File: src/rtl/seg7_scan_ctrl.sv
// Four-digit common-anode display scanner: one slot per digit, each slot opens
// with a dark blanking interval, and all four codes are latched once per frame.
module seg7_scan_ctrl #(
    parameter int DIV   = 50000,
    parameter int BLANK = 500,
    parameter int CW    = 16
) (
    input  logic       clk,
    input  logic       rst_n,
    input  logic       enable,
    input  logic [3:0] digit_en,
    input  logic [6:0] in0,
    input  logic [6:0] in1,
    input  logic [6:0] in2,
    input  logic [6:0] in3,
    output logic [6:0] seg,
    output logic [3:0] an,
    output logic [1:0] digit_idx,
    output logic       frame_tick
);

    typedef enum logic [1:0] {S_IDLE, S_BLANK, S_SHOW} state_t;

    localparam logic [CW-1:0] BLANK_LAST = CW'(BLANK - 1);
    localparam logic [CW-1:0] DIV_LAST   = CW'(DIV - 1);

    state_t      state_q;
    logic [CW-1:0] cnt_q;
    logic [1:0]  idx_q;
    logic [1:0]  idx_d;
    logic [6:0]  seg_q;
    logic [3:0]  an_q;
    logic        frame_tick_q;
    logic [6:0]  snap_q [4];
    logic [3:0]  mask_q;

    assign idx_d = idx_q + 2'd1;

    always_ff @(posedge clk or negedge rst_n) begin
        if (!rst_n) begin
            state_q      <= S_IDLE;
            cnt_q        <= '0;
            idx_q        <= 2'd0;
            seg_q        <= 7'h7F;
            an_q         <= 4'hF;
            frame_tick_q <= 1'b0;
            mask_q       <= 4'h0;
            for (int i = 0; i < 4; i++) begin
                snap_q[i] <= 7'h7F;
            end
        end else begin
            frame_tick_q <= 1'b0;
            if (!enable) begin
                // Snapshot is deliberately held; re-enable always re-captures anyway.
                state_q <= S_IDLE;
                cnt_q   <= '0;
                idx_q   <= 2'd0;
                an_q    <= 4'hF;
                seg_q   <= 7'h7F;
            end else begin
                case (state_q)
                    S_IDLE: begin
                        state_q      <= S_BLANK;
                        cnt_q        <= '0;
                        idx_q        <= 2'd0;
                        an_q         <= 4'hF;
                        seg_q        <= in0;
                        snap_q[0]    <= in0;
                        snap_q[1]    <= in1;
                        snap_q[2]    <= in2;
                        snap_q[3]    <= in3;
                        mask_q       <= digit_en;
                        frame_tick_q <= 1'b1;
                    end
                    S_BLANK: begin
                        cnt_q <= cnt_q + 1'b1;
                        if (cnt_q == BLANK_LAST) begin
                            state_q <= S_SHOW;
                            an_q    <= mask_q[idx_q] ? ~(4'b0001 << idx_q) : 4'hF;
                        end
                    end
                    S_SHOW: begin
                        if (cnt_q == DIV_LAST) begin
                            state_q <= S_BLANK;
                            cnt_q   <= '0;
                            idx_q   <= idx_d;
                            an_q    <= 4'hF;
                            // Segments switch while anodes are dark so the next digit never ghosts.
                            if (idx_q == 2'd3) begin
                                seg_q        <= in0;
                                snap_q[0]    <= in0;
                                snap_q[1]    <= in1;
                                snap_q[2]    <= in2;
                                snap_q[3]    <= in3;
                                mask_q       <= digit_en;
                                frame_tick_q <= 1'b1;
                            end else begin
                                seg_q <= snap_q[idx_d];
                            end
                        end else begin
                            cnt_q <= cnt_q + 1'b1;
                        end
                    end
                    default: state_q <= S_IDLE;
                endcase
            end
        end
    end

    assign seg        = seg_q;
    assign an         = an_q;
    assign digit_idx  = idx_q;
    assign frame_tick = frame_tick_q;

endmodule

File: config.mk
export PLATFORM = sky130hd
export DESIGN_NAME = seg7_scan_ctrl
export DESIGN_NICKNAME = d
export VERILOG_FILES = /design/src/rtl/seg7_scan_ctrl.sv
export SDC_FILE = /design/constraint.sdc
export NUM_CORES = 1
export LEC_CHECK = 0
export BUFFER_PORTS_ARGS = -buffer_cell sky130_fd_sc_hd__clkbuf_2
export CAP_MARGIN = 20
export CORE_UTILIZATION = 57
export CTS_BUF_LIST = sky130_fd_sc_hd__clkbuf_4 sky130_fd_sc_hd__clkbuf_8 sky130_fd_sc_hd__clkbuf_16
export DETAILED_ROUTE_END_ITERATION = 6
export PLACE_DENSITY = 0.79
export SKIP_CTS_REPAIR_TIMING = 1
export SKIP_LAST_GASP = 1
export SLEW_MARGIN = 20
export SYNTH_ARGS = -nofsm -noshare
export SYNTH_HDL_FRONTEND = slang
export SYNTH_SLANG_ARGS = --single-unit
File: constraint.sdc
create_clock -name clk -period 2.6 [get_ports clk]
set_input_delay 0.78 -clock clk [delete_from_list [all_inputs] [get_ports clk]]
set_output_delay 0.78 -clock clk [all_outputs]
set_load 0.02 [all_outputs]
==> Yosys cells after proc, flatten, opt, wreduce, memory -nomap -nowiden <==
Cells that the tools add are included.
W data, S select, Z words.
{ "totals": {"ff_bits": 64, "in_bits": 35, "out_inout_bits": 14} }
{ "classes": {"add_sub_neg": 2, "n_lt_le_gt_ge": 2, "eq_ne": 11, "n_shift": 1, "mux": 34, "n_bitwise": 2, "reduce_logical": 6} }
{ "ops": {"columns": ["operator", "n"], "rows": [
  ["$mux W28", 2],
  ["$pmux W28 S2", 1],
  ["$pmux W16 S3", 1],
  ["$mux W7", 5],
  ["$mux W16", 2],
  ["$mux W4", 6],
  ["$add A16 B1 Y16 const B", 1],
  ["$eq A16 B16 Y1 const B", 1],
  ["$eq A16 B9 Y1 const B", 1],
  ["$bmux W7 S2", 1],
  ["$pmux W7 S2", 1],
  ["$pmux W4 S3", 1],
  ["$mux W2", 5],
  ["$pmux W4 S2", 1],
  ["$ne A3 B3 Y1 const B", 2],
  ["$pmux W2 S3", 1],
  ["$eq A2 B2 Y1 const B", 2],
  ["$mux W1", 4],
  ["$ne A2 B2 Y1 const B", 2],
  ["$ne A4 B1 Y1 const B", 1],
  ["$not A4 Y4", 1],
  ["$pmux W2 S2", 1],
  ["$reduce_and A2 Y1", 2],
  ["$reduce_and A4 Y1", 1],
  ["other kinds (12)", 12]
]} }

==> Longest topological paths before layout <==
Gate-level depths: netlist of run 1.
{ "logic_depth": {"depth_word": 9, "mapped_depth": 8} }

==> Worst setup path before layout of run 1 <==
Ideal clock, no wire load.
{ "synth_path": {"path_kind": "reg2reg", "startpoint": "reg idx_q[0], in the netlist digit_idx[0]", "endpoint": "reg seg_q[0], in the netlist seg[0]", "setup_time_ns": 0.095, "arrival_ns": 2.017, "required_time_ns": 2.505, "path_slack_ns": 0.488, "stages_incl_launch_ff": 9, "path_buffers": 2, "period_less_slack_ns": 2.112, "path_cell_list": "dfrtp_1 buf_2 inv_1 ha_1 clkbuf_1 mux4_2 nand2_1 and3_1 o21ai_0"} }
{ "synth_via": {"elab_chain_cells": 9, "word_cells_on_any_way": 10, "classes_between": "add/sub (1); eq/ne (1); mux (7); bitwise (1)"} }
{ "synth_rtl": {"columns": ["element", "line_no", "rtl"], "rows": [
  ["start: declaration", "29", "logic [1:0] idx_q;"],
  ["start signal: assignment", "86", "idx_q <= idx_d;"],
  ["$add A2 B1 Y2", "37", "assign idx_d = idx_q + 2'd1;"],
  ["$not A2 Y3 (not written as such)", "98", "seg_q <= snap_q[idx_d];"],
  ["$bmux W7 S2", "98", null],
  ["$mux W7 (not written as such) (2 in series)", "98", null],
  ["$mux W7 *", "89", "if (idx_q == 2'd3) begin"],
  ["$mux W7 *", "83", "if (cnt_q == DIV_LAST) begin"],
  ["$pmux W7 S2 *", "61", "case (state_q)"],
  ["$mux W7 *", "53", "if (!enable) begin"],
  ["end signal: assignment", "67", "seg_q <= in0;"],
  ["end signal: assignment", "90", "seg_q <= in0;"],
  ["end signal: assignment", "98", null],
  ["end: declaration", "31", "logic [6:0] seg_q;"]
]} }
Mark *: on every way between the ends. The rest lies on a longest branch, timed or not. The select of a mux whose other input is x is not followed.
A chain may end at the register's enable or synchronous reset.

==> Worst setup path after layout of run 1 <==
{ "layout_path": {"startpoint": "reg cnt_q[0]", "endpoint": "reg snap_q[11] (netlist bit)"} }
{ "layout_via": {"elab_chain_cells": 3} }
{ "layout_rtl": {"columns": ["element", "line_no", "rtl"], "rows": [
  ["start: declaration", "28", "logic [CW-1:0] cnt_q;"],
  ["start signal: assignment", "76", "cnt_q <= cnt_q + 1'b1;"],
  ["start signal: assignment", "101", "cnt_q <= cnt_q + 1'b1;"],
  ["$eq A16 B16 Y1", "83", null],
  ["$ne A2 B2 Y1 (no source line)", null, null],
  ["$reduce_and A4 Y1 (no source line)", null, null],
  ["end: declaration", "34", "logic [6:0] snap_q [4];"]
]} }
No other way between the ends.

==> results.sh, run 1 <==
export IMPL_outcome="complete, no violations"
export IMPL_r2r_cells=7
export IMPL_layout_worst_path_cycle_share_pct=87.9
export IMPL_numCtsBuffers=9
export IMPL_nFillCells=398
export IMPL_period_needed_ns=2.28
export IMPL_worst_slack_ns=0.316
export IMPL_wl_per_cell_microns=17.5
export IMPL_synth_seq_area_share_pct=48.2
export IMPL_clock_skew_ns=0.0170
export IMPL_p_per_area_nw_per_um2=1070
export IMPL_synthArstFlopShare_pct=100
export IMPL_dpl_worst_slack_ns=0.352
export IMPL_rsz0062_at_grt="false"
export IMPL_grt_pass1_vias=2389
export IMPL_route_detailed_drc=0
export IMPL_dp_cells=393
export IMPL_drv_slew=0
export IMPL_finalSetupViolations=0
export IMPL_endpoint_kind="flip-flop"
export IMPL_antenna_found_initial=0
export IMPL_nets=376
export IMPL_area_growth_pct=16.1
export IMPL_max_vdd_ir_drop_uv=746
export IMPL_synth_area_top_cells="dfstp_2, dfrtp_1, mux2_4"
export IMPL_core_area_sq_um=5640
export IMPL_fmaxAchievable_mhz=438
export IMPL_crit_required_ns=2.88
export IMPL_portBuffers=48
export IMPL_routed_via_density=5.90
export IMPL_antenna_cells=0
export IMPL_yosysTopAreaCellShare_pct=29.9
export IMPL_leakagePower_nw=1.81
export IMPL_synth_area_sq_um=3430
export IMPL_dr_pass1_iters=4
export IMPL_cp_startpoint="cnt_q[0]"
export IMPL_critPathMaxStageDelay_ns=0.41
export IMPL_grt_first_pass_wirelength_microns=11900
export IMPL_cp_cell_sequence="ha_1 > and3_1 > nand4_1 > nor2_1 > o21ai_4 > buf_4 > mux2_4"
export IMPL_cp_max_fo=11
export IMPL_cts_root_buf="clkbuf_8"
export IMPL_ant_nets=0
export IMPL_synth_distinct_cells=49
export IMPL_place_gp_congestion=0.794
export IMPL_cts_tree="done"
export IMPL_r2r_end="snap_q[11]"
export IMPL_grt_remaining_overflow=0
export IMPL_worst_pin_slew_ns=0.628
export IMPL_start_kind="flip-flop"
export IMPL_worstSkewPairLatency_ns=0.35
export IMPL_cp_arrival_ns=2.56
export IMPL_top_layer_used="met4"
export IMPL_rows=27
export IMPL_ys_warn_count=0
export IMPL_hp_class="in2async"
export IMPL_clockBufferDepth=2
export IMPL_met3WireLength_microns=298
export IMPL_yosys_register_bits=64
export IMPL_syn_inst=277
export IMPL_start_util_pct=60.7
export IMPL_synth_nets=321
export IMPL_ys_flop_type="dfstp_2"
export IMPL_pin_count=49
export IMPL_cp_top_family="simple AND/OR/NAND/NOR gates"
export IMPL_maxCapViolations=0
export IMPL_dieArea_sq_um=6330
export IMPL_gr_usage_all_layers_pct=25.2
export IMPL_r2r_start="cnt_q[0]"
export IMPL_grt_start_max_net_pins=30
export IMPL_wl_microns=7140
export IMPL_synth_area_per_cell_sq_um=12.4
export IMPL_placed_area_sq_um=3770
export IMPL_htree_levels=3
export IMPL_vias=2414
export IMPL_worst_path_buf_inv=1
export IMPL_cts_sinks=64
export IMPL_stdcell_area_sq_um=3980
export IMPL_synth_edf_count=0
export IMPL_hold_viol_final=0
export IMPL_die_x_microns=79.5
export IMPL_fin_cells=409
export IMPL_slowest_stage="dfrtp_1"
export IMPL_hpwl_microns=4870
export IMPL_wl_met2_microns=3400
export IMPL_drive_above_1_share_pct=47.5
export IMPL_synth_top_area_cell="dfstp_2"
export IMPL_clk_pin_slew_ns=0.07
export IMPL_drt_iter0_drc=138
export IMPL_r2r_setup_slack_ns=0.32
export IMPL_slew_headroom_pct=58.1
export IMPL_die_h_microns=79.5
export IMPL_wl_met1_microns=3310
export IMPL_worstSetupPathType="reg2reg"
export IMPL_setup_tns_ns=0
==> flip-flops by register name, summed over array words and instances, names as in the netlist <==
register    flops
an              4
cnt_q          16
digit_idx       2
frame_tick      1
mask_q          4
seg             7
snap_q         28
state_q         2
==> layout make-up <==
class | count | area, sq um | area share (%)
Multi-Input combinational cell | 194 | 1680 | 42.2
Sequential cell | 64 | 1650 | 41.5
Timing Repair Buffer | 56 | 325 | 8.17
Clock buffer | 11 | 156 | 3.93
Tap cell | 72 | 90.1 | 2.26
Clock inverter | 5 | 53.8 | 1.35
Inverter | 7 | 26.3 | 0.660
==> kinds of logic after synthesis <==
| family | count (synthesis) | share of synthesized area [%] |
|---|---|---|
| multiplexers | 41 | 19.3 |
| buffers and inverters | 19 | 3.10 |
| adder cells (fa/ha/maj) | 9 | 3.29 |
| flip-flops | 64 | 48.2 |
| AND/OR/NAND/NOR | 99 | 16.6 |
| AO/OA/AOI/OAI | 45 | 9.46 |
==> worst register-to-register path: cells and delay by family (launching register included) <==
family	cells	cell delay, ns
AO/OA/AOI/OAI	1	0.39
flip-flops	1	0.41
buffers and inverters	1	0.33
AND/OR/NAND/NOR	3	0.51
adder cells (fa/ha/maj)	1	0.25
multiplexers	1	0.33
==> cells in the mapped netlist, drive strengths merged, types with 5 or more instances <==
master / number
inv: 7
mux4: 8
nand2: 27
and4: 5
nand4: 6
mux2: 32
and3: 9
nor2: 16
a21oi: 5
a21o: 5
o21ai: 21
ha: 9
dfrtp: 25
dfstp: 39
nand3: 12
buf: 9
==> stage by stage <==
step	total power [W]	hold slack [ns]	utilization (%)
finish	0.00427	0.439	70.5
global placement	0.00328	0.488	66.8
CTS	0.00428	0.461	70.5
global route	0.00450	0.482	70.5
detailed placement	0.00336	0.493	66.8
floorplan	0.00297	0.474	-
==> cell usage in the layout (no fill, tap or decap), drive strengths merged, types with 9 or more instances in the layout <==
master  synthesis  routed
clkbuf          3      59
dfstp          39      39
mux2           32      32
nand2          27      27
dfrtp          25      25
o21ai          21      21
nor2           16      16
nand3          12      12
and3            9       9
ha              9       9
==> layer usage <==
layer	up-vias	GRT usage, %
met1	1200	35.1
li1	1130	-
met2	68	38.5
met3	16	5.37
met5	-	0
met4	0	9.82
==> power breakdown <==
part	internal [W]	switching, W
logic	0.000899	0.000749
registers	0.00151	0.000204
clock network	0.000509	0.000398
==> worst max-delay path by stage <==
stage	slack (ns)	depth (start not counted)	to
after floorplan	0.49	8	seg[0]
after global placement	0.41	7	snap_q[3]
after detailed placement	0.35	7	snap_q[24]
after CTS	0.33	7	snap_q[11]
after global routing	0.19	7	snap_q[11]
final	0.32	7	snap_q[11]
Power figures use the tool's default switching activity.
==> inputs of run 2 (changes only) <==
Settings changed: SETUP_SLACK_MARGIN set to 0.4.
==> run 2 against run 1 <==
Sequential share of layout area decreased by 0.59 points; power increased by 2.4%; non-clock buffer count increased by 6; worst hold slack improved by 0.0077 ns; die area unchanged; via count increased by 4.1%; count of clock-buffer cells in the layout unchanged.
==> results.sh, run 2 (synthesis gave the netlist of run 1 again) <==
export IMPL_outcome="complete, no violations"
export IMPL_drv_slew=0
export IMPL_max_vdd_ir_drop_uv=731
export IMPL_endpoint_kind="flip-flop"
export IMPL_finalSetupViolations=0
export IMPL_pin_count=49
export IMPL_final_common_cell="clkbuf_2"
export IMPL_wl_per_cell_microns=18.0
export IMPL_ant_nets=0
export IMPL_p_per_area_nw_per_um2=1080
export IMPL_layout_worst_path_cycle_share_pct=80.7
export IMPL_hold_viol_final=0
export IMPL_cp_max_fo=15
export IMPL_clock_skew_ns=0.0143
export IMPL_place_gp_congestion=0.794
export IMPL_worstSkewPairLatency_ns=0.35
export IMPL_grt_first_pass_wirelength_microns=11900
export IMPL_slew_headroom_pct=57.3
export IMPL_worst_pin_slew_ns=0.632
export IMPL_crit_required_ns=2.85
export IMPL_portBuffers=48
export IMPL_cp_num_cells=7
export IMPL_rsz0062_at_grt="false"
export IMPL_fin_cells=415
export IMPL_core_area_sq_um=5640
export IMPL_cp_cell_sequence="ha_1 > and3_2 > nand4_1 > nor2_1 > o21ai_4 > buf_12 > mux2_2"
export IMPL_largest_reg_flops=28
export IMPL_clockBufferDepth=2
export IMPL_r2r_cells=7
export IMPL_antenna_cells=0
export IMPL_grt_start_max_net_pins=30
export IMPL_cts_root_buf="clkbuf_8"
export IMPL_grt_remaining_overflow=0
export IMPL_start_kind="flip-flop"
export IMPL_worstSetupPathType="reg2reg"
export IMPL_cts_sinks=64
export IMPL_worst_path_buf_inv=1
export IMPL_vias=2513
export IMPL_route_detailed_drc=0
export IMPL_setup_tns_ns=0
export IMPL_critPathMaxStageDelay_ns=0.41
export IMPL_htree_levels=3
export IMPL_leakagePower_nw=1.84
export IMPL_drt_iter0_drc=203
export IMPL_fin_util_pct=71.6
export IMPL_dp_cells=393
export IMPL_die_x_microns=79.5
export IMPL_hpwl_microns=4870
export IMPL_clk_pin_slew_ns=0.08
export IMPL_start_util_pct=60.7
export IMPL_fin_hold_ws_ns=0.447
export IMPL_antenna_found_initial=0
export IMPL_wl_microns=7470
export IMPL_area_growth_pct=17.8
export IMPL_grt_pass1_vias=2389
export IMPL_fmaxAchievable_mhz=476
export IMPL_period_needed_ns=2.10
export IMPL_layout_common_cells="clkbuf_2, dfstp_2, mux2_4"
export IMPL_hp_class="in2async"
export IMPL_routed_via_density=6.06
export IMPL_gr_usage_all_layers_pct=25.2
export IMPL_cp_top_family="simple AND/OR/NAND/NOR gates"
export IMPL_cp_arrival_ns=2.34
export IMPL_numCtsBuffers=9
export IMPL_dieArea_sq_um=6330
export IMPL_top_register="snap_q"
export IMPL_cts_tree="done"
export IMPL_drive_above_1_share_pct=49.0
export IMPL_die_h_microns=79.5
export IMPL_maxCapViolations=0
export IMPL_nets=382
export IMPL_dr_pass1_iters=4
export IMPL_slowest_stage="dfrtp_1"
export IMPL_rows=27
-- run 2: through the flow --
| step | instance area, sq um | power, W | worst slack [ns] |
|---|---|---|---|
| floorplan | 3430 | 0.00297 | 0.488 |
| global placement | 3770 | 0.00328 | 0.410 |
| detailed placement | 3770 | 0.00336 | 0.352 |
| CTS | 3980 | 0.00428 | 0.335 |
| global route | 4040 | 0.00460 | 0.382 |
| finish | 4040 | 0.00437 | 0.501 |
-- run 2: worst reg2reg max path: stages, from the launching register on --
cell and delay [ns]:
dfrtp_1 0.41, ha_1 0.25, and3_2 0.29, nand4_1 0.12
nor2_1 0.09, o21ai_4 0.28, buf_12 0.22, mux2_2 0.34
-- run 2: cell type report --
| cell class | instances | area, sq um |
|---|---|---|
| inverter | 7 | 26.3 |
| multi-input combinational | 194 | 1690 |
| clock buffer | 11 | 156 |
| clock inverter | 5 | 53.8 |
| sequential | 64 | 1650 |
| tap | 72 | 90.1 |
| timing repair buffer | 62 | 374 |
| fill | 387 | 1600 |
-- run 2: layer usage --
metal  vias to the layer above  global-route usage [%]  wire, microns
met4                         0                    9.82            120
met1                      1267                    35.1           3260
li1                       1143                       -              -
met2                        90                    38.5           3750
met5                         -                       0              0
met3                        13                    5.37            345
-- run 2: path summary, 6_finish.rpt --
kind                           from         to  slack [ns]
min in group clk              an[0]      an[0]        0.50
setup / recovery           cnt_q[0]  mask_q[1]        0.50
setup reg to reg           cnt_q[0]  mask_q[1]        0.50
max in group asynchronous     rst_n  snap_q[0]        1.46
hold / removal                rst_n  cnt_q[13]        0.45
hold reg to reg               an[0]      an[0]        0.50
-- run 2: power breakdown --
group	internal [W]	switching [W]
combinational	0.000956	0.000779
sequential	0.00151	0.000221
clock	0.000509	0.000397
total	0.00298	0.00140
==> inputs of run 3 (changes only) <==
Settings changed: CORE_UTILIZATION 57 to 52, PLACE_DENSITY 0.79 to 0.76.
Clock period 2.6 ns to 1.9 ns, I/O delays scaled along.
==> run 3 against run 2 <==
Cell count grew 8.7%; routed wire length up 22%; die area increased by 9.4%; the run now ends with negative setup slack left; flip-flop and latch count unchanged; critical path type unchanged; critical endpoint is now state_q[0]; combinational power rose by 94%; worst hold slack worse by 0.22 ns; via count grew 6.9%; core utilization increased by 2.1 points; register-to-register slack worse by 0.65 ns.
==> results.sh, run 3 (synthesis gave the netlist of run 1 again) <==
export IMPL_clock_skew_ns=0.0110
export IMPL_cp_common_cell="buf_4"
export IMPL_slowest_stage="or4b_1"
export IMPL_die_h_microns=83.2
export IMPL_rsz0062_at_grt="true"
export IMPL_worstSetupPathType="reg2reg"
export IMPL_cp_cell_sequence="nor4_4 > buf_4 > a41oi_4 > buf_4 > or4b_1 > o21ai_1"
export IMPL_portBuffers=48
export IMPL_layout_common_cells="dfstp_2, clkbuf_2, mux2_4"
export IMPL_cts_tree="done"
export IMPL_dpl_worst_slack_ns=-0.0483
export IMPL_maxCapViolations=0
export IMPL_wl_microns=9120
export IMPL_outcome="finished with violations"
export IMPL_fmaxAchievable_mhz=487
export IMPL_r2r_start="cnt_q[13]"
export IMPL_vias=2686
export IMPL_dp_cells=412
export IMPL_crit_required_ns=2.17
export IMPL_finalSetupViolations=59
export IMPL_cts_sinks=64
export IMPL_antenna_cells=0
export IMPL_route_detailed_drc=0
export IMPL_hp_class="in2async"
export IMPL_area_growth_pct=36.5
export IMPL_drt_iter0_drc=206
export IMPL_r2r_end="state_q[0]"
export IMPL_drv_slew=0
export IMPL_grt_remaining_overflow=0
export IMPL_endpoint_kind="flip-flop"
export IMPL_cp_max_fo=5
export IMPL_r2r_cells=6
export IMPL_power_total_w=0.00677
export IMPL_r2r_setup_slack_ns=-0.15
export IMPL_critPathMaxStageDelay_ns=0.53
export IMPL_wl_per_cell_microns=20.2
export IMPL_fin_cells=451
export IMPL_clk_pin_slew_ns=0.07
export IMPL_drive_above_1_share_pct=61.0
export IMPL_cp_num_cells=6
export IMPL_hold_viol_final=0
export IMPL_die_x_microns=83.2
export IMPL_dieArea_sq_um=6920
export IMPL_place_gp_congestion=0.835
export IMPL_numCtsBuffers=9
export IMPL_cp_top_family="simple AND/OR/NAND/NOR gates"
export IMPL_cts_root_buf="clkbuf_8"
export IMPL_pin_count=49
export IMPL_worst_path_buf_inv=2
export IMPL_worst_slack_ns=-0.152
export IMPL_final_common_cell="dfstp_2"
export IMPL_hpwl_microns=5180
export IMPL_cp_arrival_ns=2.32
export IMPL_fin_hold_ws_ns=0.227
export IMPL_antenna_found_initial=0
export IMPL_start_kind="flip-flop"
export IMPL_p_per_area_nw_per_um2=1450
export IMPL_ant_nets=0
export IMPL_rows=29
export IMPL_worst_pin_slew_ns=0.402
export IMPL_grt_first_pass_wirelength_microns=12000
export IMPL_leakagePower_nw=2.10
export IMPL_gr_usage_all_layers_pct=22.3
export IMPL_largest_reg_flops=28
export IMPL_start_util_pct=54.0
export IMPL_grt_pass1_vias=2500
export IMPL_grt_start_max_net_pins=65
export IMPL_violations="negative setup slack"
export IMPL_period_needed_ns=2.05
export IMPL_top_register="snap_q"
export IMPL_layout_worst_path_cycle_share_pct=108
export IMPL_core_area_sq_um=6350
export IMPL_routed_via_density=5.96
export IMPL_dr_pass1_iters=4
export IMPL_htree_levels=3
export IMPL_clockBufferDepth=2
export IMPL_worstSkewPairLatency_ns=0.34
export IMPL_max_vdd_ir_drop_uv=1260
export IMPL_nets=413
export IMPL_slew_headroom_pct=73.1
-- run 3: cell count changes in the layout (fill, tap and decap cells not counted), sizes merged --
cell    previous run  this run
buf               14        51
clkbuf            59        51
clkinv             2         5
bufinv             1         0
inv                8         7
o21ba              1         2
-- run 3: routing by layer --
layer / part of all wire, % / GRT usage (%) / vias to the layer above / routed length (microns)
li1: - / - / 1203 / -
met1: 40 / 29.0 / 1358 / 3680
met2: 51 / 37.3 / 96 / 4630
met3: 6.5 / 3.78 / 29 / 590
met4: 2.3 / 8.62 / 0 / 211
met5: 0 / 0 / - / 0
-- run 3: report_power, final --
part,internal [W],total [W],switching [W]
combinational,0.00197,0.00337,0.00140
sequential,0.00207,0.00239,0.000313
clock,0.000480,0.00102,0.000537
-- run 3: metrics by stage --
stage	cell area, sq um	setup TNS [ns]	util, %
4_1_cts	4160	-0.994	65.5
6_report	4680	-4.41	73.7
5_1_grt	4680	-10.11	73.7
3_3_place_gp	3990	0	62.8
3_5_place_dp	3990	-0.602	62.8
2_1_floorplan	3560	0	-
-- run 3: area by class of cell --
class / count / area [sq um]
multi-input combinational: 195 / 1870
fill: 361 / 1670
sequential: 64 / 1650
timing repair buffer: 92 / 856
clock buffer: 10 / 131
tap: 77 / 96.3
clock inverter: 6 / 36.3
inverter: 7 / 31.3
-- run 3: worst reg2reg max path, cell delays in order, from the launching register on --
cell and delay [ns]:
dfrtp_1 0.42, nor4_4 0.34, buf_4 0.20, a41oi_4 0.20, buf_4 0.20, or4b_1 0.53, o21ai_1 0.10
-- run 3: worst max-delay path by stage --
stage / from / slack (ns) / endpoint
after floorplan: cnt_q[1] / 0.03 / mask_q[2]
after global placement: cnt_q[11] / 0.02 / mask_q[3]
after detailed placement: cnt_q[11] / -0.05 / snap_q[19]
after CTS: cnt_q[11] / -0.06 / mask_q[2]
after global routing: cnt_q[13] / -0.23 / state_q[0]
final: cnt_q[13] / -0.15 / state_q[0]
